`src/rtl/ti_sbox_sched_if.sv`:
```
// Signal bundle between the round controller / TI S-box datapath and the layer scheduler.
// The rnd field is present only when TI_SBOX_REFRESH_EN is defined.
interface ti_sbox_sched_if #(
  parameter int NWORDS = 32
);
  // Handshake: start is a request that is taken only in a cycle where busy=0.
  // It is accepted at that clock edge, and busy rises in the next cycle.
  // done pulses for one cycle with busy=0 once every result word is written.
  logic                start;
  logic                busy;
  logic                done;

  logic [6*NWORDS-1:0] state_in_sh1;
  logic [6*NWORDS-1:0] state_in_sh2;
  logic [6*NWORDS-1:0] state_in_sh3;
  logic [6*NWORDS-1:0] state_out_sh1;
  logic [6*NWORDS-1:0] state_out_sh2;
  logic [6*NWORDS-1:0] state_out_sh3;

  logic [5:0]          sb_in_sh1;
  logic [5:0]          sb_in_sh2;
  logic [5:0]          sb_in_sh3;
  logic                sb_en;
  logic [5:0]          sb_out_sh1;
  logic [5:0]          sb_out_sh2;
  logic [5:0]          sb_out_sh3;

`ifdef TI_SBOX_REFRESH_EN
  logic [11:0]         rnd;

  modport master (
    output start, state_in_sh1, state_in_sh2, state_in_sh3,
    output sb_out_sh1, sb_out_sh2, sb_out_sh3, rnd,
    input  busy, done, state_out_sh1, state_out_sh2, state_out_sh3,
    input  sb_in_sh1, sb_in_sh2, sb_in_sh3, sb_en
  );

  modport slave (
    input  start, state_in_sh1, state_in_sh2, state_in_sh3,
    input  sb_out_sh1, sb_out_sh2, sb_out_sh3, rnd,
    output busy, done, state_out_sh1, state_out_sh2, state_out_sh3,
    output sb_in_sh1, sb_in_sh2, sb_in_sh3, sb_en
  );
`else
  modport master (
    output start, state_in_sh1, state_in_sh2, state_in_sh3,
    output sb_out_sh1, sb_out_sh2, sb_out_sh3,
    input  busy, done, state_out_sh1, state_out_sh2, state_out_sh3,
    input  sb_in_sh1, sb_in_sh2, sb_in_sh3, sb_en
  );

  modport slave (
    input  start, state_in_sh1, state_in_sh2, state_in_sh3,
    input  sb_out_sh1, sb_out_sh2, sb_out_sh3,
    output busy, done, state_out_sh1, state_out_sh2, state_out_sh3,
    output sb_in_sh1, sb_in_sh2, sb_in_sh3, sb_en
  );
`endif

endinterface

```
`src/rtl/ti_sbox_sched.sv`:
```
// Streams NWORDS 3-share 6-bit words through one pipelined TI S-box and writes results back.
// Optional fresh-mask refresh of the presented shares: define TI_SBOX_REFRESH_EN.
module ti_sbox_sched #(
  parameter int NWORDS = 32,
  parameter int LAT    = 2
) (
  input  logic           clk,
  input  logic           rst,
  ti_sbox_sched_if.slave bus,
  output logic [1:0]     fsm_state
);

  localparam int            CW   = $clog2(NWORDS + 1);
  localparam int            SW   = 6 * NWORDS;
  localparam logic [CW-1:0] LAST = CW'(NWORDS - 1);

  typedef enum logic [1:0] {
    IDLE  = 2'd0,
    FEED  = 2'd1,
    DRAIN = 2'd2
  } state_t;

  state_t         state_q;
  state_t         state_d;

  logic [SW-1:0]  in_sh1_q;
  logic [SW-1:0]  in_sh2_q;
  logic [SW-1:0]  in_sh3_q;
  logic [SW-1:0]  out_sh1_q;
  logic [SW-1:0]  out_sh2_q;
  logic [SW-1:0]  out_sh3_q;

  logic [CW-1:0]  in_cnt_q;
  logic [CW-1:0]  out_cnt_q;
  logic [LAT-1:0] vld_q;
  logic           done_q;

  logic           accept;
  logic           feed;
  logic           wb;
  logic           last_wb;
  logic [5:0]     w1;
  logic [5:0]     w2;
  logic [5:0]     w3;

  assign feed    = (state_q == FEED);
  assign wb      = vld_q[LAT-1];
  assign last_wb = wb && (out_cnt_q == LAST);

  // Next-state logic
  always_comb begin
    state_d = state_q;
    accept  = 1'b0;
    case (state_q)
      IDLE: begin
        if (bus.start) begin
          state_d = FEED;
          accept  = 1'b1;
        end
      end
      FEED: begin
        if (in_cnt_q == LAST) begin
          state_d = DRAIN;
        end
      end
      DRAIN: begin
        if (last_wb) begin
          state_d = IDLE;
        end
      end
      default: state_d = IDLE;
    endcase
  end

  // State, counters and the valid pipe tracking words in flight in the datapath
  always_ff @(posedge clk) begin
    if (rst) begin
      state_q   <= IDLE;
      in_cnt_q  <= '0;
      out_cnt_q <= '0;
      vld_q     <= '0;
      done_q    <= 1'b0;
    end else begin
      state_q  <= state_d;
      done_q   <= (state_q == DRAIN) && last_wb;
      vld_q[0] <= feed;
      for (int i = 1; i < LAT; i++) begin
        vld_q[i] <= vld_q[i-1];
      end
      if (accept) begin
        in_cnt_q  <= '0;
        out_cnt_q <= '0;
      end else begin
        if (feed) begin
          in_cnt_q <= in_cnt_q + CW'(1);
        end
        if (wb) begin
          out_cnt_q <= out_cnt_q + CW'(1);
        end
      end
    end
  end

  // Input share capture; each share has its own register and never meets another share
  always_ff @(posedge clk) begin
    if (rst) begin
      in_sh1_q <= '0;
      in_sh2_q <= '0;
      in_sh3_q <= '0;
    end else if (accept) begin
      in_sh1_q <= bus.state_in_sh1;
      in_sh2_q <= bus.state_in_sh2;
      in_sh3_q <= bus.state_in_sh3;
    end
  end

  // Result write-back into word out_cnt, one word per valid pipe output
  always_ff @(posedge clk) begin
    if (rst) begin
      out_sh1_q <= '0;
      out_sh2_q <= '0;
      out_sh3_q <= '0;
    end else if (wb) begin
      for (int k = 0; k < NWORDS; k++) begin
        if (out_cnt_q == CW'(k)) begin
          out_sh1_q[6*k +: 6] <= bus.sb_out_sh1;
          out_sh2_q[6*k +: 6] <= bus.sb_out_sh2;
          out_sh3_q[6*k +: 6] <= bus.sb_out_sh3;
        end
      end
    end
  end

  // Word select for the datapath input
  always_comb begin
    w1 = '0;
    w2 = '0;
    w3 = '0;
    for (int k = 0; k < NWORDS; k++) begin
      if (in_cnt_q == CW'(k)) begin
        w1 = in_sh1_q[6*k +: 6];
        w2 = in_sh2_q[6*k +: 6];
        w3 = in_sh3_q[6*k +: 6];
      end
    end
  end

`ifdef TI_SBOX_REFRESH_EN
  logic [5:0] r0;
  logic [5:0] r1;

  assign r0 = bus.rnd[5:0];
  assign r1 = bus.rnd[11:6];

  // r0 and r1 each appear in exactly two shares, so the recombined word is unchanged
  assign bus.sb_in_sh1 = feed ? (w1 ^ r0)      : 6'd0;
  assign bus.sb_in_sh2 = feed ? (w2 ^ r1)      : 6'd0;
  assign bus.sb_in_sh3 = feed ? (w3 ^ r0 ^ r1) : 6'd0;
`else
  assign bus.sb_in_sh1 = feed ? w1 : 6'd0;
  assign bus.sb_in_sh2 = feed ? w2 : 6'd0;
  assign bus.sb_in_sh3 = feed ? w3 : 6'd0;
`endif

  assign bus.sb_en         = (state_q != IDLE);
  assign bus.busy          = (state_q != IDLE);
  assign bus.done          = done_q;
  assign bus.state_out_sh1 = out_sh1_q;
  assign bus.state_out_sh2 = out_sh2_q;
  assign bus.state_out_sh3 = out_sh3_q;
  assign fsm_state         = state_q;

endmodule

```
`src/flat_wrapper.sv`:
```
// flat-port wrapper written by rule: the top's interface ports become plain ports
module ti_sbox_sched_flat 
#(
  parameter int NWORDS = 32,
  parameter int LAT    = 2
)
  (clk, rst, fsm_state, bus_start, bus_state_in_sh1, bus_state_in_sh2, bus_state_in_sh3, bus_sb_out_sh1, bus_sb_out_sh2, bus_sb_out_sh3, bus_busy, bus_done, bus_state_out_sh1, bus_state_out_sh2, bus_state_out_sh3, bus_sb_in_sh1, bus_sb_in_sh2, bus_sb_in_sh3, bus_sb_en);
  ti_sbox_sched_if #(.NWORDS(NWORDS)) bus_i ();
  input  logic clk;
  input  logic rst;
  output logic [1:0] fsm_state;
  input wire logic [$bits(bus_i.start)-1:0] bus_start;
  input wire logic [$bits(bus_i.state_in_sh1)-1:0] bus_state_in_sh1;
  input wire logic [$bits(bus_i.state_in_sh2)-1:0] bus_state_in_sh2;
  input wire logic [$bits(bus_i.state_in_sh3)-1:0] bus_state_in_sh3;
  input wire logic [$bits(bus_i.sb_out_sh1)-1:0] bus_sb_out_sh1;
  input wire logic [$bits(bus_i.sb_out_sh2)-1:0] bus_sb_out_sh2;
  input wire logic [$bits(bus_i.sb_out_sh3)-1:0] bus_sb_out_sh3;
  output wire logic [$bits(bus_i.busy)-1:0] bus_busy;
  output wire logic [$bits(bus_i.done)-1:0] bus_done;
  output wire logic [$bits(bus_i.state_out_sh1)-1:0] bus_state_out_sh1;
  output wire logic [$bits(bus_i.state_out_sh2)-1:0] bus_state_out_sh2;
  output wire logic [$bits(bus_i.state_out_sh3)-1:0] bus_state_out_sh3;
  output wire logic [$bits(bus_i.sb_in_sh1)-1:0] bus_sb_in_sh1;
  output wire logic [$bits(bus_i.sb_in_sh2)-1:0] bus_sb_in_sh2;
  output wire logic [$bits(bus_i.sb_in_sh3)-1:0] bus_sb_in_sh3;
  output wire logic [$bits(bus_i.sb_en)-1:0] bus_sb_en;
  assign bus_i.start = bus_start;
  assign bus_i.state_in_sh1 = bus_state_in_sh1;
  assign bus_i.state_in_sh2 = bus_state_in_sh2;
  assign bus_i.state_in_sh3 = bus_state_in_sh3;
  assign bus_i.sb_out_sh1 = bus_sb_out_sh1;
  assign bus_i.sb_out_sh2 = bus_sb_out_sh2;
  assign bus_i.sb_out_sh3 = bus_sb_out_sh3;
  assign bus_busy = bus_i.busy;
  assign bus_done = bus_i.done;
  assign bus_state_out_sh1 = bus_i.state_out_sh1;
  assign bus_state_out_sh2 = bus_i.state_out_sh2;
  assign bus_state_out_sh3 = bus_i.state_out_sh3;
  assign bus_sb_in_sh1 = bus_i.sb_in_sh1;
  assign bus_sb_in_sh2 = bus_i.sb_in_sh2;
  assign bus_sb_in_sh3 = bus_i.sb_in_sh3;
  assign bus_sb_en = bus_i.sb_en;
  ti_sbox_sched #(.NWORDS(NWORDS), .LAT(LAT)) u_core (.clk(clk), .rst(rst), .bus(bus_i), .fsm_state(fsm_state));
endmodule
```
`config.mk`:
```
export PLATFORM = sky130hd
export DESIGN_NAME = ti_sbox_sched_flat
export DESIGN_NICKNAME = d
export VERILOG_FILES = /design/src/rtl/ti_sbox_sched_if.sv /design/src/rtl/ti_sbox_sched.sv /design/src/flat_wrapper.sv
export SDC_FILE = /design/constraint.sdc
export NUM_CORES = 2
export LEC_CHECK = 0
export BUFFER_PORTS_ARGS = -buffer_cell sky130_fd_sc_hd__buf_2
export CAP_MARGIN = 5
export CORE_AREA = 10 10 454 456
export DETAILED_ROUTE_END_ITERATION = 6
export DIE_AREA = 0 0 464 466
export PLACE_DENSITY = 0.55
export SYNTH_ARGS = -nofsm -noshare
export SYNTH_HDL_FRONTEND = slang
export SYNTH_SLANG_ARGS = --single-unit
```
`constraint.sdc`:
```
create_clock -name clk -period 2.37 [get_ports clk]
set_clock_uncertainty 0.05 [all_clocks]
set_input_delay 0.1185 -clock clk [delete_from_list [all_inputs] [get_ports clk]]
set_output_delay 0.1185 -clock clk [all_outputs]
set_load 0.03 [all_outputs]
```
Word-level counts from Yosys, hierarchy flattened

Index checks and enable logic that the tools add are counted.

Bits in registers: 1169
Input bits: 597
Output and inout bits: 599
Logic and storage cells: 318

Reduce and logical (&&, ||, !) cells: 40
$add $sub $neg: 2
Eq/ne operators: 67
Multiplexer cells: 105

Operators with widths:

| kind                                                                     | number |
|---|---|
| 6-bit 2-to-1 mux                                                         | 99 |
| 6-bit by 5-bit == test with 1-bit output (second input constant)         | 32 |
| 6-bit by 4-bit == test with 1-bit output (second input constant)         | 16 |
| 2-bit AND reduction                                                      | 32 |
| 6-bit by 3-bit == test with 1-bit output (second input constant)         | 8 |
| 6-bit by 2-bit == test with 1-bit output (second input constant)         | 4 |
| 6-bit by 1-bit adder with 6-bit output (second input constant)           | 2 |
| 6-bit by 1-bit == test with 1-bit output (second input constant)         | 2 |
| 6-bit logical NOT                                                        | 2 |
| 2-bit 2-to-1 mux                                                         | 3 |
| 2-bit case mux with 3 select lines                                       | 1 |
| 2-bit inequality test (second input constant)                            | 2 |
| 3-bit AND reduction                                                      | 1 |
| 2-bit by 1-bit == test with 1-bit output (second input constant)         | 1 |
| 2-bit == test (second input constant)                                    | 1 |
| 1-bit logical AND                                                        | 2 |
| 2-bit logical NOT                                                        | 1 |
| 1-bit 2-to-1 mux                                                         | 2 |
| 2-bit by 1-bit inequality test with 1-bit output (second input constant) | 1 |
| 2-bit nonzero test                                                       | 1 |
| 2-bit OR reduction                                                       | 1 |

Depth between registers and ports, before layout

Depth in word-level cells: 34
Depth in mapped cells: 12
Mapped depth without buffers: 9

Worst setup path before layout

Ideal clock, no wire load.

Path type: register to output
From: register u_core.in_cnt_q[0]
To: output bus_sb_in_sh1[4]
Stages on the path, launching flop included: 12
Buffers on the path: 3
Data required time: 2.201 ns
Setup slack: -0.733 ns
Arrival: 2.934 ns
Cell sequence: dfxtp_1 > ha_1 > clkbuf_1 > clkbuf_1 > buf_2 > nand2_1 > o21ai_0 > nand2_1 > o21ai_0 > a21oi_1 > o21a_1 > nor4_1

Cells in the longest elaborated chain, start to end: 34
Elaborated cells between the ends (all ways): 65
Classes of those cells: 31 x eq/ne; 33 x mux; 1 x reduce/logical

Ends and longest elaborated chain:

| item                            | RTL line             | RTL |
|---|---|---|
| start, declared                 | ti_sbox_sched.sv:33  | `logic [CW-1:0] in_cnt_q;` |
| start signal, assigned          | ti_sbox_sched.sv:95  | `in_cnt_q <= in_cnt_q + CW'(1);` |
| 6-bit logical NOT               | ti_sbox_sched.sv:140 | `if (in_cnt_q == CW'(k)) begin` |
| 6-bit 2-to-1 mux (31 in series) | ti_sbox_sched.sv:140 |  |
| 6-bit 2-to-1 mux *              | ti_sbox_sched.sv:140 |  |
| 6-bit 2-to-1 mux *              | ti_sbox_sched.sv:160 | `assign bus.sb_in_sh1 = feed ? w1 : 6'd0;` |
| end, declared                   | flat_wrapper.sv:24   | `output wire logic [$bits(bus_i.sb_in_sh1)-1:0] bus_sb_in_sh1;` |

Mark *: on every way between the ends. The rest lies on a longest branch, timed or not.

Worst setup path after layout

From: register u_core.in_cnt_q[5]
To: output bus_sb_in_sh3[5]

Cells in the longest elaborated chain, start to end: 34
Elaborated cells between the ends (all ways): 65
Classes of those cells: 31 x eq/ne; 33 x mux; 1 x reduce/logical

Ends and longest elaborated chain:

| item                            | RTL line             | RTL |
|---|---|---|
| 6-bit logical NOT               | ti_sbox_sched.sv:140 |  |
| 6-bit 2-to-1 mux (31 in series) | ti_sbox_sched.sv:140 |  |
| 6-bit 2-to-1 mux *              | ti_sbox_sched.sv:140 |  |
| 6-bit 2-to-1 mux *              | ti_sbox_sched.sv:162 | `assign bus.sb_in_sh3 = feed ? w3 : 6'd0;` |
| end, declared                   | flat_wrapper.sv:26   | `output wire logic [$bits(bus_i.sb_in_sh3)-1:0] bus_sb_in_sh3;` |

Marked as above.

==> summary.md <==
| Metric | Value |
|---|---|
| Status | finished, violations left |
| Failing checks | negative setup slack |
| H-tree levels | 4 |
| Ys Warns | 0 |
| Post-placement cell count | 10158 |
| Synth-to-Final Area Change | 59.5% |
| GRT overflow | 0 |
| Iter 0 DRT Violations | 6011 |
| First-pass GRT wire length | 417 mm |
| CP Data Required Time | 2200 ps |
| Sequential Power Share | a little over two fifths |
| Logic pwr share | about 11% |
| TritonCTS clock tree | built |
| Switching power | 13.3 mW |
| Rows | 163 |
| Synth top area cells | dfxtp_1, nand2_1, a21oi_1 |
| Nets@finish | 9042 |
| GRT Util Overall | 26.5% |
| RePlAce Congestion | slightly above 1 |
| Final Hold Vio Count | 0 |
| Max-cap violation count | 0 |
| DPL Wire Length | around 230 mm |
| Crit. End Element | output port |
| Wire per inst | 27.3 um |
| Worst-path fanout max | 17 |
| Clock sink count | 1169 |
| Worst IR drop on VDD | about 580 uV |
| Synth top area share | 50.6% |
| Post-synth top area cell | dfxtp_1 |
| Final worst setup slack | -1540 ps |
| Slew at the pin closest to its max-slew limit | 915 ps |
| Number of vias per cell | about 5.0 |
| Clk buf depth | 3 |
| FF+latch count, synth | between 1000 and 1500 |
| Synth Area per Inst | 7.46 um2 |
| Pin count of the biggest net entering global routing | 124 |
| Syn Inst Count | 6193 |
| EDFF count, synth | 0 |
| I/O Buffers | 1195 |
| Die Y | 466 um |
| Post-Layout Cell Count | 11219 |
| Kind of start point of the critical path | flip-flop |
| Critical path class | reg -> out |
| Pre-antenna DRT Iters | 7 |
| Fmax | 256 MHz |
| Total routed wirelength | ~310 mm |
| Share of layout cells above drive strength 1 | 27.7% |
| Cts bufs inserted | 134 |
| Leak | 30.1 nW |
| Worst min path class | in -> reg |
| CTS clock-pin slew for the worst setup and hold paths | approximately 60 ps |
| Initial Util | a little under a quarter |
| Drt drc | 0 |
| Die Area | 216000 um2 |
| PD cells | roughly 660 nW/um2 |
| Final setup violation count | 18 |
| Switch share | a little over a quarter |
| Initial antenna violation count | 48 |
| P_int | 35.4 mW |
| Mapped Area | 46200 um2 |
| DR vias | 56568 |
| Vias in the first global route | 54964 |
| Root Buffer | clkbuf_16 |
| Distinct cells, synth | 86 |
| Fillers | 19963 |
| Mapped Nets | 6798 |
| Number of I/O pins | 1196 |
| Clk pwr share | about 46% |
| Slew margin rel. | 39.0% |
| Final instance area | 73700 um2 |
| Core area | 197000 um2 |
| Clock Latency Late Sink | 800 ps |
| Fin crit period | 3910 ps |
| Tcrit/Tclk final | 165% |
| Seq/Total Area, Yosys | 50.6% |
| Main flop type after synthesis | dfxtp_1 |
| Final ANT Viol Nets | 0 |
| RSZ-0062 raised after global routing | true |
| CP arrival | around 3700 ps |
| Die W | between 400 and 500 um |
| Slew Viols, Final | 0 |
| Async SR Flop Fraction | 0% |
| DP Area | approximately 60000 um2 |
-- state kept, by name, indices dropped and copies added, names as in the netlist --
register	cells
u_core.in_sh1_q	192
u_core.vld_q	2
u_core.in_cnt_q	6
u_core.in_sh3_q	192
u_core.out_cnt_q	6
u_core.in_sh2_q	192
u_core.bus.state_out_sh1	192
u_core.bus.done	1
u_core.bus.state_out_sh2	192
u_core.fsm_state	2
u_core.bus.state_out_sh3	192
-- kinds of logic (layout without fill, tap and decap cells) --
| logic type | count (synthesis) | count (layout) | share of synthesized area [%] |
|---|---|---|---|
| AO/OA/AOI/OAI | 1651 | 1651 | 20.1 |
| XOR/XNOR | 8 | 8 | 0.152 |
| adder cells (fa/ha/maj) | 8 | 8 | 0.217 |
| buffers and inverters | 522 | 2868 | 4.39 |
| flip-flops | 1169 | 1169 | 50.6 |
| multiplexers | 3 | 3 | 0.0650 |
| other | 0 | 39 | 0 |
| AND/OR/NAND/NOR | 2832 | 2833 | 24.4 |
-- worst paths after layout --
| kind | from | end | slack [ps] | cells past startpoint |
|---|---|---|---|---|
| min | bus_state_in_sh1[64] | u_core.in_sh1_q[64] | 70 | 4 |
| min reg2reg | u_core.bus.state_out_sh1[50] | u_core.bus.state_out_sh1[50] | 400 | 2 |
| max | u_core.in_cnt_q[5] | bus_sb_in_sh3[5] | -1540 | 10 |
| max reg2reg | u_core.fsm_state[0] | u_core.in_sh1_q[117] | 10 | 9 |
-- worst max-delay path, cell delays in order, from the launching register on --
cell and delay [ps]:
dfxtp_4 370, or4b_4 540, buf_6 200, o22ai_2 190
a211o_1 130, nand4_1 330, a31oi_4 400, o221ai_2 160
a21oi_2 270, buf_4 190, buf_6 130
-- layer usage --
metal | vias up | global-route usage [%] | wire [um]
li1 | 25170 | - | -
met1 | 27271 | 30.2 | 113000
met2 | 3300 | 43.2 | 141000
met3 | 819 | 7.54 | 28900
met4 | 8 | 17.2 | 23500
met5 | - | 0 | 55
-- metrics by stage --
step	power, mW	util, %	TNS [ps]	hold slack, ps	setup slack, ps
2_1_floorplan	22.8	-	-156	204	-64.1
3_3_place_gp	25.4	30.2	-16300	313	-1280
3_5_place_dp	25.4	30.2	-16630	318	-1310
4_1_cts	48.7	36.9	-26030	0.644	-1540
5_1_grt	50.1	37.5	-26270	20.3	-1570
6_report	48.7	37.5	-24380	72.6	-1540
-- final cells by class --
class,instances,area (um2),area share [%]
Clock buffer,177,3700,5.03
Clock inverter,62,973,1.32
Inverter,14,71.3,0.0968
Antenna cell,39,97.6,0.132
Multi-Input combinational cell,4503,22300,30.3
Sequential cell,1169,23400,31.8
Tap cell,2640,3300,4.48
Timing Repair Buffer,2615,19800,26.9
-- cells in the mapped netlist (11+ instances only) --
| library cell | n |
|---|---|
| nor2_1 | 131 |
| a22oi_1 | 20 |
| nor2b_1 | 15 |
| o22ai_1 | 37 |
| buf_2 | 25 |
| a211oi_1 | 22 |
| nand3_1 | 48 |
| buf_1 | 39 |
| inv_1 | 12 |
| and2_1 | 27 |
| nand2b_1 | 11 |
| and3_1 | 15 |
| nand4_1 | 15 |
| a211o_1 | 15 |
| o211ai_1 | 31 |
| nor4_1 | 11 |
| a221oi_1 | 34 |
| nand2_1 | 2471 |
| o21ai_0 | 85 |
| a21oi_1 | 1241 |
| nand3b_1 | 11 |
| nor3_1 | 17 |
| a221o_1 | 19 |
| clkbuf_1 | 438 |
| a31oi_1 | 21 |
| o221ai_1 | 18 |
| dfxtp_1 | 1169 |
-- layout by cell type, fill, tap and decap left out, types with 14 or more instances in the layout --
| cell type | count |
|---|---|
| nand4_1 | 15 |
| nor2_4 | 19 |
| a221oi_1 | 17 |
| bufinv_16 | 14 |
| dlygate4sd3_1 | 723 |
| nor2_2 | 17 |
| buf_2 | 1176 |
| o21ai_1 | 15 |
| a221oi_2 | 15 |
| nand2_2 | 16 |
| a21oi_1 | 1220 |
| o211ai_1 | 31 |
| buf_4 | 564 |
| dfxtp_1 | 1163 |
| a21oi_2 | 14 |
| a22oi_1 | 18 |
| a221o_1 | 19 |
| diode_2 | 39 |
| clkbuf_1 | 24 |
| a211oi_1 | 15 |
| nand3_1 | 46 |
| clkbuf_16 | 139 |
| clkbuf_8 | 19 |
| nand2_1 | 2449 |
| o22ai_1 | 30 |
| o21ai_0 | 57 |
| and2_1 | 23 |
| buf_12 | 65 |
| nor2_1 | 100 |
| buf_6 | 66 |
-- what timing repair did --
item	in CTS	in global routing
hold endpoints to repair	1117	0
setup buffers	40	28
hold buffers	723	0
resized for setup	255	147
pin swaps	68	82
endpoints found under the setup margin	18	62
cloned	1	7
-- power groups by stage --
stage | Sequential (mW) | Clock (mW) | Combinational (mW)
floorplan | 21.0 | 0 | 1.82
global placement | 21.4 | 0 | 3.98
detailed placement | 21.4 | 0 | 4.01
CTS | 21.0 | 22.6 | 5.16
global route | 21.0 | 23.4 | 5.70
finish | 21.0 | 22.2 | 5.42
Power figures use the tool's default switching activity.
